File: src/rtl/video_pkg.sv
// ---------------------------------------------------------------------------
// video_pkg
// Shared definitions for the video capture block:
//   - CNT_W_DEF     : default width of the pixel/line counters and size inputs
//   - cap_state_e   : capture FSM state encoding
//   - rgb888_to_565 : packs a {R,G,B} 8:8:8 pixel into 5:6:5 by keeping MSBs
// ---------------------------------------------------------------------------
package video_pkg;

   localparam int CNT_W_DEF = 11;

   typedef enum logic [1:0] {
      ST_IDLE    = 2'd0,
      ST_WAIT_VS = 2'd1,
      ST_ACTIVE  = 2'd2
   } cap_state_e;

   // Truncation, not rounding: the frame buffer only stores the top bits.
   function automatic logic [15:0] rgb888_to_565(input logic [23:0] rgb);
      return {rgb[23:19], rgb[15:10], rgb[7:3]};
   endfunction

endpackage

File: src/rtl/video_capture_if.sv
// ---------------------------------------------------------------------------
// video_capture_if
// Frame-buffer write side of the capture block.
//   wr_load    : one-cycle pulse at frame start (write-address reset)
//   wr_en      : write strobe, one pixel per asserted cycle
//   wr_data    : RGB565 pixel, valid with wr_en
//   pixel_xpos : column of the pixel on wr_data
//   pixel_ypos : line of the pixel on wr_data
//   frame_done : one-cycle pulse when a frame completes
//   frame_err  : sticky size-mismatch flag, cleared by wr_load
// Modports: master = capture block (drives), slave = frame buffer (observes).
// ---------------------------------------------------------------------------
interface video_capture_if #(
   parameter int CNT_W = video_pkg::CNT_W_DEF
);

   logic             wr_load;
   logic             wr_en;
   logic [15:0]      wr_data;
   logic [CNT_W-1:0] pixel_xpos;
   logic [CNT_W-1:0] pixel_ypos;
   logic             frame_done;
   logic             frame_err;

   modport master (
      output wr_load, wr_en, wr_data, pixel_xpos, pixel_ypos, frame_done, frame_err
   );

   modport slave (
      input  wr_load, wr_en, wr_data, pixel_xpos, pixel_ypos, frame_done, frame_err
   );

endinterface

File: src/rtl/vid_edge_det.sv
// ---------------------------------------------------------------------------
// vid_edge_det
// Registers an incoming level once and produces single-cycle rise/fall pulses
// from the registered copy, so all edge decisions are taken on synchronous data.
//   clk   : rising-edge clock
//   rst_n : asynchronous active-low reset
//   din   : raw input level
//   level : registered copy of din
//   rise  : one-cycle pulse when level goes 0 -> 1
//   fall  : one-cycle pulse when level goes 1 -> 0
// ---------------------------------------------------------------------------
module vid_edge_det (
   input  logic clk,
   input  logic rst_n,
   input  logic din,
   output logic level,
   output logic rise,
   output logic fall
);

   logic level_q, level_d;
   logic prev_q, prev_d;

   // prev holds the registered level one cycle older, giving the edge reference.
   always_comb begin
      level_d = din;
      prev_d  = level_q;
   end

   always_ff @(posedge clk or negedge rst_n) begin
      if (!rst_n) begin
         level_q <= 1'b0;
         prev_q  <= 1'b0;
      end else begin
         level_q <= level_d;
         prev_q  <= prev_d;
      end
   end

   assign level = level_q;
   assign rise  = level_q & ~prev_q;
   assign fall  = ~level_q & prev_q;

endmodule

File: src/rtl/video_capture.sv
// ---------------------------------------------------------------------------
// video_capture
// Captures a DE-framed RGB888 video stream into frame-buffer write strobes
// (RGB565 plus x/y coordinates), cropping to h_disp x v_disp and flagging
// frames whose size does not match.
//   pixel_clk  : sole clock, rising edge
//   sys_rst_n  : asynchronous active-low reset
//   cap_en     : capture enable (level); low returns to IDLE on the next cycle
//   vin_vs     : vertical sync, active level set by VS_POL
//   vin_de     : data enable
//   vin_rgb    : {R,G,B} 8:8:8 pixel
//   h_disp     : expected active pixels per line
//   v_disp     : expected active lines per frame
//   wr_if      : frame-buffer write side (see video_capture_if)
// Latency: a pixel at the input port appears on wr_data two clocks later
// (one input register, one output register).
// ---------------------------------------------------------------------------
module video_capture
   import video_pkg::*;
#(
   parameter bit VS_POL = 1'b1,
   parameter int CNT_W  = CNT_W_DEF
) (
   input  logic                  pixel_clk,
   input  logic                  sys_rst_n,
   input  logic                  cap_en,
   input  logic                  vin_vs,
   input  logic                  vin_de,
   input  logic [23:0]           vin_rgb,
   input  logic [CNT_W-1:0]      h_disp,
   input  logic [CNT_W-1:0]      v_disp,
   video_capture_if.master       wr_if
);

   // Registered sync/enable levels and their edges.
   logic vs_level_unused, vs_rise, vs_fall;
   logic de_level, de_rise_unused, de_fall;
   logic vs_start;

   vid_edge_det u_vs_det (
      .clk   (pixel_clk),
      .rst_n (sys_rst_n),
      .din   (vin_vs),
      .level (vs_level_unused),
      .rise  (vs_rise),
      .fall  (vs_fall)
   );

   vid_edge_det u_de_det (
      .clk   (pixel_clk),
      .rst_n (sys_rst_n),
      .din   (vin_de),
      .level (de_level),
      .rise  (de_rise_unused),
      .fall  (de_fall)
   );

   // Frame start is the registered transition into the active vsync level.
   assign vs_start = VS_POL ? vs_rise : vs_fall;

   cap_state_e       state_q, state_d;
   logic [23:0]      rgb_q, rgb_d;
   logic [CNT_W-1:0] x_q, x_d;
   logic [CNT_W-1:0] y_q, y_d;
   logic             wr_load_q, wr_load_d;
   logic             wr_en_q, wr_en_d;
   logic [15:0]      wr_data_q, wr_data_d;
   logic [CNT_W-1:0] xpos_q, xpos_d;
   logic [CNT_W-1:0] ypos_q, ypos_d;
   logic             frame_done_q, frame_done_d;
   logic             frame_err_q, frame_err_d;

   function automatic logic [CNT_W-1:0] sat_inc(input logic [CNT_W-1:0] v);
      return (v == '1) ? v : v + CNT_W'(1);
   endfunction

   // Capture FSM and counters. The error flag is cleared the cycle after a
   // wr_load pulse, so at a frame boundary frame_err still shows the finished
   // frame's verdict alongside frame_done, and the new frame starts clean.
   always_comb begin
      state_d      = state_q;
      rgb_d        = vin_rgb;
      x_d          = x_q;
      y_d          = y_q;
      wr_load_d    = 1'b0;
      wr_en_d      = 1'b0;
      wr_data_d    = wr_data_q;
      xpos_d       = xpos_q;
      ypos_d       = ypos_q;
      frame_done_d = 1'b0;
      frame_err_d  = wr_load_q ? 1'b0 : frame_err_q;

      if (!cap_en) begin
         state_d = ST_IDLE;
      end else begin
         case (state_q)
            ST_IDLE: begin
               state_d = ST_WAIT_VS;
            end

            // Anything seen before the first frame start is discarded.
            ST_WAIT_VS: begin
               if (vs_start) begin
                  state_d   = ST_ACTIVE;
                  wr_load_d = 1'b1;
                  x_d       = '0;
                  y_d       = '0;
               end
            end

            ST_ACTIVE: begin
               if (vs_start) begin
                  // Close this frame and open the next in the same cycle.
                  frame_done_d = 1'b1;
                  if (y_q != v_disp) begin
                     frame_err_d = 1'b1;
                  end
                  wr_load_d = 1'b1;
                  x_d       = '0;
                  y_d       = '0;
               end else if (de_level) begin
                  if ((x_q < h_disp) && (y_q < v_disp)) begin
                     wr_en_d   = 1'b1;
                     wr_data_d = rgb888_to_565(rgb_q);
                     xpos_d    = x_q;
                     ypos_d    = y_q;
                  end
                  x_d = sat_inc(x_q);
               end else if (de_fall) begin
                  if (x_q != h_disp) begin
                     frame_err_d = 1'b1;
                  end
                  x_d = '0;
                  y_d = sat_inc(y_q);
               end
            end

            default: begin
               state_d = ST_IDLE;
            end
         endcase
      end
   end

   always_ff @(posedge pixel_clk or negedge sys_rst_n) begin
      if (!sys_rst_n) begin
         state_q      <= ST_IDLE;
         rgb_q        <= '0;
         x_q          <= '0;
         y_q          <= '0;
         wr_load_q    <= 1'b0;
         wr_en_q      <= 1'b0;
         wr_data_q    <= '0;
         xpos_q       <= '0;
         ypos_q       <= '0;
         frame_done_q <= 1'b0;
         frame_err_q  <= 1'b0;
      end else begin
         state_q      <= state_d;
         rgb_q        <= rgb_d;
         x_q          <= x_d;
         y_q          <= y_d;
         wr_load_q    <= wr_load_d;
         wr_en_q      <= wr_en_d;
         wr_data_q    <= wr_data_d;
         xpos_q       <= xpos_d;
         ypos_q       <= ypos_d;
         frame_done_q <= frame_done_d;
         frame_err_q  <= frame_err_d;
      end
   end

   assign wr_if.wr_load    = wr_load_q;
   assign wr_if.wr_en      = wr_en_q;
   assign wr_if.wr_data    = wr_data_q;
   assign wr_if.pixel_xpos = xpos_q;
   assign wr_if.pixel_ypos = ypos_q;
   assign wr_if.frame_done = frame_done_q;
   assign wr_if.frame_err  = frame_err_q;

endmodule

File: src/flat_wrapper.sv
// flat-port wrapper written by rule: the top's interface ports become plain ports
module video_capture_flat import video_pkg::*;
#(
   parameter bit VS_POL = 1'b1,
   parameter int CNT_W  = CNT_W_DEF
)
  (pixel_clk, sys_rst_n, cap_en, vin_vs, vin_de, vin_rgb, h_disp, v_disp, wr_if_wr_load, wr_if_wr_en, wr_if_wr_data, wr_if_pixel_xpos, wr_if_pixel_ypos, wr_if_frame_done, wr_if_frame_err);
  video_capture_if #(.CNT_W(CNT_W)) wr_if_i ();
  input  logic pixel_clk;
  input  logic sys_rst_n;
  input  logic cap_en;
  input  logic vin_vs;
  input  logic vin_de;
  input  logic [23:0] vin_rgb;
  input  logic [CNT_W-1:0] h_disp;
  input  logic [CNT_W-1:0] v_disp;
  output wire logic [$bits(wr_if_i.wr_load)-1:0] wr_if_wr_load;
  output wire logic [$bits(wr_if_i.wr_en)-1:0] wr_if_wr_en;
  output wire logic [$bits(wr_if_i.wr_data)-1:0] wr_if_wr_data;
  output wire logic [$bits(wr_if_i.pixel_xpos)-1:0] wr_if_pixel_xpos;
  output wire logic [$bits(wr_if_i.pixel_ypos)-1:0] wr_if_pixel_ypos;
  output wire logic [$bits(wr_if_i.frame_done)-1:0] wr_if_frame_done;
  output wire logic [$bits(wr_if_i.frame_err)-1:0] wr_if_frame_err;
  assign wr_if_wr_load = wr_if_i.wr_load;
  assign wr_if_wr_en = wr_if_i.wr_en;
  assign wr_if_wr_data = wr_if_i.wr_data;
  assign wr_if_pixel_xpos = wr_if_i.pixel_xpos;
  assign wr_if_pixel_ypos = wr_if_i.pixel_ypos;
  assign wr_if_frame_done = wr_if_i.frame_done;
  assign wr_if_frame_err = wr_if_i.frame_err;
  video_capture #(.VS_POL(VS_POL), .CNT_W(CNT_W)) u_core (.pixel_clk(pixel_clk), .sys_rst_n(sys_rst_n), .cap_en(cap_en), .vin_vs(vin_vs), .vin_de(vin_de), .vin_rgb(vin_rgb), .h_disp(h_disp), .v_disp(v_disp), .wr_if(wr_if_i));
endmodule
File: config.mk
export PLATFORM = sky130hd
export DESIGN_NAME = video_capture_flat
export DESIGN_NICKNAME = d
export VERILOG_FILES = /design/src/rtl/video_pkg.sv /design/src/rtl/video_capture_if.sv /design/src/rtl/vid_edge_det.sv /design/src/rtl/video_capture.sv /design/src/flat_wrapper.sv
export SDC_FILE = /design/constraint.sdc
export NUM_CORES = 1
export LEC_CHECK = 0
export ABC_CLOCK_PERIOD_IN_PS = 5300
export CAP_MARGIN = 40
export CORE_MARGIN = 5
export CORE_UTILIZATION = 54
export DETAILED_ROUTE_END_ITERATION = 7
export GPL_TIMING_DRIVEN = 0
export MAX_ROUTING_LAYER = met4
export PLACE_DENSITY = 0.84
export SLEW_MARGIN = 20
export SYNTH_ARGS = -nofsm -noshare
export SYNTH_HDL_FRONTEND = slang
export SYNTH_SLANG_ARGS = --single-unit
File: constraint.sdc
create_clock -name pixel_clk -period 5.3 [get_ports pixel_clk]
set_input_delay 1.325 -clock pixel_clk [delete_from_list [all_inputs] [get_ports pixel_clk]]
set_output_delay 1.325 -clock pixel_clk [all_outputs]
set_load 0.005 [all_outputs]
==> flow_metrics.tcl <==
set metrics [dict create \
    dr.pass1.iters 4 \
    crit_family "buffers and inverters" \
    dp.cells 528 \
    synthCells 344 \
    endpoint "u_core.wr_if.wr_data[9]" \
    ys_top_cells_by_count "dfrtp_1, inv_1, mux2_2" \
    grt_pass1_vias 3017 \
    ys_ff_latch 86 \
    core_area_um2 7250 \
    layout-drive-gt1-share_pct 15.3 \
    finalHoldViolCount 0 \
    cts_sinks 86 \
    cts_tree "done" \
    placed_area_um2 5030 \
    yosys.area.top_type "dfrtp_1" \
    path_clk_slew_ps 80 \
    cp-startpoint "v_disp[10]" \
    total_leakage_power_nw 2.45 \
    antenna_found_initial 0 \
    portBuffers 84 \
    powerDensity_nw_per_um2 331 \
    max_stage_delay_ps 450 \
    clk_path_buf_depth 2 \
    rsz0062_at_grt "false" \
    path_buf_inv 4 \
    routed_via_density 5.51 \
    synth.distinct_cells 41 \
    drv_slew 0 \
    r2r_cells 8 \
    numCtsBuffers 9 \
    maxCapViolCount 0 \
    worst_pin_slew_ps 601 \
    gr-total-overflow 0 \
    avgSynthCellArea_um2 11.7 \
    clkLatencyLatePin_ps 370 \
    synth_top_area_share_pct 53.3 \
    cp.depth 10 \
    r2r_slack_ps 2860 \
    synth-simple-area-share_pct 10.8 \
    p_sw_share_pct 30.1 \
    fillers 540 \
    synth_edf_count 0 \
    synth_compound_area_share_pct 10.9 \
    synth_area_um2 4040 \
    yosysMostFrequentCell "dfrtp_1" \
    cp_max_fo 10 \
    n_antenna_cell 0 \
    cp.arrival_ps 3670 \
    cts-resized-gates 0 \
    slowest_stage "clkdlybuf4s50_1" \
    fp.dieH_um 96.5 \
    num_io_pins 93 \
    fmax_mhz 293 \
    syn_nets 423 \
    drt-total-wl_um 8780 \
    synth_fa_ha_area_share_pct 8.67 \
    p_clk_share_pct 25.5 \
    routabilityCongestion 0.870 \
    p_seq_share_pct 46.5 \
    final_cells 544 \
    wl_per_cell_um 16.1 \
    finalSetupViolCount 0 \
    period_share_pct 64.5 \
    ant_nets 0 \
    combPwrFrac_pct 28.0 \
    outcome "finished, final reports clean" \
    p_switching_mw 0.519 \
    ys.warnings.count 0 \
    synthMuxAreaShare_pct 11.7 \
    critPathKind "primary input to flop" \
    skew_ps 11.9 \
    intPower_mw 1.21 \
    grt_max_degree 62 \
    drc_errors 0 \
    synth_top_family_by_area "multiplexers" \
    holdBufCountCts 0 \
    cp_cell_sequence "clkdlybuf4s50_1 -> inv_1 -> ha_1 -> a211oi_2 -> nand2_1 -> a2111oi_2 -> o2111ai_1 -> buf_4 -> buf_6 -> mux2_4" \
    finalNetCount 519 \
    startpoint_type "primary input" \
    min_period_ps 3420 \
    async_flop_share_pct 100 \
    reg2reg_from "u_core.x_q[4]" \
    yosysSeqAreaShare_pct 53.3 \
    post-cts-setup-buffer-count 0 \
    ir_drop_uv 216 \
    hp-class "flop to flop" \
    synth_area_leaders "dfrtp_1, ha_1, mux2_2" \
    power_mw 1.73 \
    syn_to_final_growth_pct 29.2 \
    cts-root-buf "clkbuf_8" \
    reg2reg_to "u_core.wr_if.wr_data[9]" \
    grtUsageTotal_pct 21.0 \
    htree_levels 3 \
    vias 2999 \
    endpoint_kind "flop" \
    synth-xor-area-share_pct 0.434 \
    synthFlopType "dfrtp_1" \
    die-area_um2 9310 \
    cp_data_required_time_ps 5550 \
    hpwl_um 6530 \
    grt_pass1_wl_um 14400 \
    start_util_pct 55.7 \
    relSlewSlack_pct 60.0 \
    finish.instance_area_um2 5220 \
    drt_iter0_drc 131 \
    core.rowCount 31 \
    die_w_um 96.5 \
]
routing by layer:
metal | GRT usage (%) | vias to the layer above | routed length (um)
met5 | - | - | 0
met4 | 9.00 | 0 | 172
met3 | 4.18 | 18 | 488
met2 | 32.9 | 104 | 4400
met1 | 26.7 | 1466 | 3720
li1 | - | 1411 | -
flip-flops by register name (all words and copies together), names as in the netlist:
| register | count |
|---|---|
| u_core.rgb_q | 16 |
| u_core.wr_if.wr_data | 16 |
| u_core.wr_if.pixel_xpos | 11 |
| u_core.wr_if.pixel_ypos | 11 |
| u_core.x_q | 11 |
| u_core.y_q | 11 |
| u_core.state_q | 2 |
| u_core.u_de_det.level | 1 |
| u_core.u_de_det.prev_q | 1 |
| u_core.u_vs_det.level | 1 |
| u_core.u_vs_det.prev_q | 1 |
| u_core.wr_if.frame_done | 1 |
| u_core.wr_if.frame_err | 1 |
| u_core.wr_if.wr_en | 1 |
| u_core.wr_if.wr_load | 1 |
per-stage QoR:
step	setup WS, ps	hold slack [ps]	TNS [ps]	utilization [%]
2_1_floorplan	2130	355	0	-
3_3_place_gp	-95.4	364	-7850	69.0
3_5_place_dp	1480	370	0	69.3
4_1_cts	1870	389	0	71.9
5_1_grt	1770	408	0	71.9
6_report	1880	384	0	71.9
logic make-up after synthesis:
logic type	Yosys count
adders and majority gates	28
buffers and inverters	39
DFF	86
muxes	39
xor gates and xnor gates	2
and+or+nand+nor	86
AOI/OAI and AO/OA	64
power by group through the flow:
| stage | sequential [mW] | combinational, mW | clock [mW] |
|---|---|---|---|
| floorplan | 0.809 | 0.236 | 0 |
| CTS | 0.804 | 0.489 | 0.449 |
| global route | 0.815 | 0.528 | 0.480 |
| global placement | 0.808 | 0.466 | 0 |
| detailed placement | 0.815 | 0.486 | 0 |
| finish | 0.802 | 0.483 | 0.440 |
how the worst min path moves through the flow:
stage | slack (ps) | cells past startpoint | start | to
floorplan | 350 | 0 | u_core.u_vs_det.level | u_core.u_vs_det.prev_q
global placement | 360 | 0 | u_core.u_vs_det.level | u_core.u_vs_det.prev_q
detailed placement | 370 | 0 | u_core.u_vs_det.level | u_core.u_vs_det.prev_q
CTS | 390 | 0 | u_core.u_vs_det.level | u_core.u_vs_det.prev_q
global route | 410 | 0 | u_core.u_vs_det.level | u_core.u_vs_det.prev_q
finish | 380 | 0 | u_core.u_vs_det.level | u_core.u_vs_det.prev_q
cell type report:
class | count | area (um2) | area share (%)
flip-flops and latches | 86 | 2150 | 41.2
multi-input cells | 219 | 1710 | 32.9
repair buffers | 85 | 866 | 16.6
clock buffers | 10 | 138 | 2.64
well taps | 99 | 124 | 2.37
inverters | 31 | 116 | 2.23
plain buffers | 8 | 56.3 | 1.08
clock inverters | 6 | 51.3 | 0.983
worst reg2reg max path: cells and delay by family, from the launching register on:
family / cells / cell delay (ps)
compound gates: 4 / 830
buf+inv: 2 / 410
mux: 1 / 300
fa+ha+maj: 1 / 330
flops: 1 / 460
cells in the final DEF (no fill, tap or decap), types with 5 or more instances in the layout:
cell type / instances
dfrtp_1: 86
clkdlybuf4s50_1: 83
inv_1: 31
mux2_2: 29
ha_1: 28
nand2_1: 25
a21oi_1: 21
nor2_1: 14
nand3_1: 14
o21ai_0: 12
clkbuf_8: 10
mux2_4: 9
or4_1: 9
o31ai_1: 8
o21a_1: 5
Note: power is estimated with default switching activity, not from simulation.
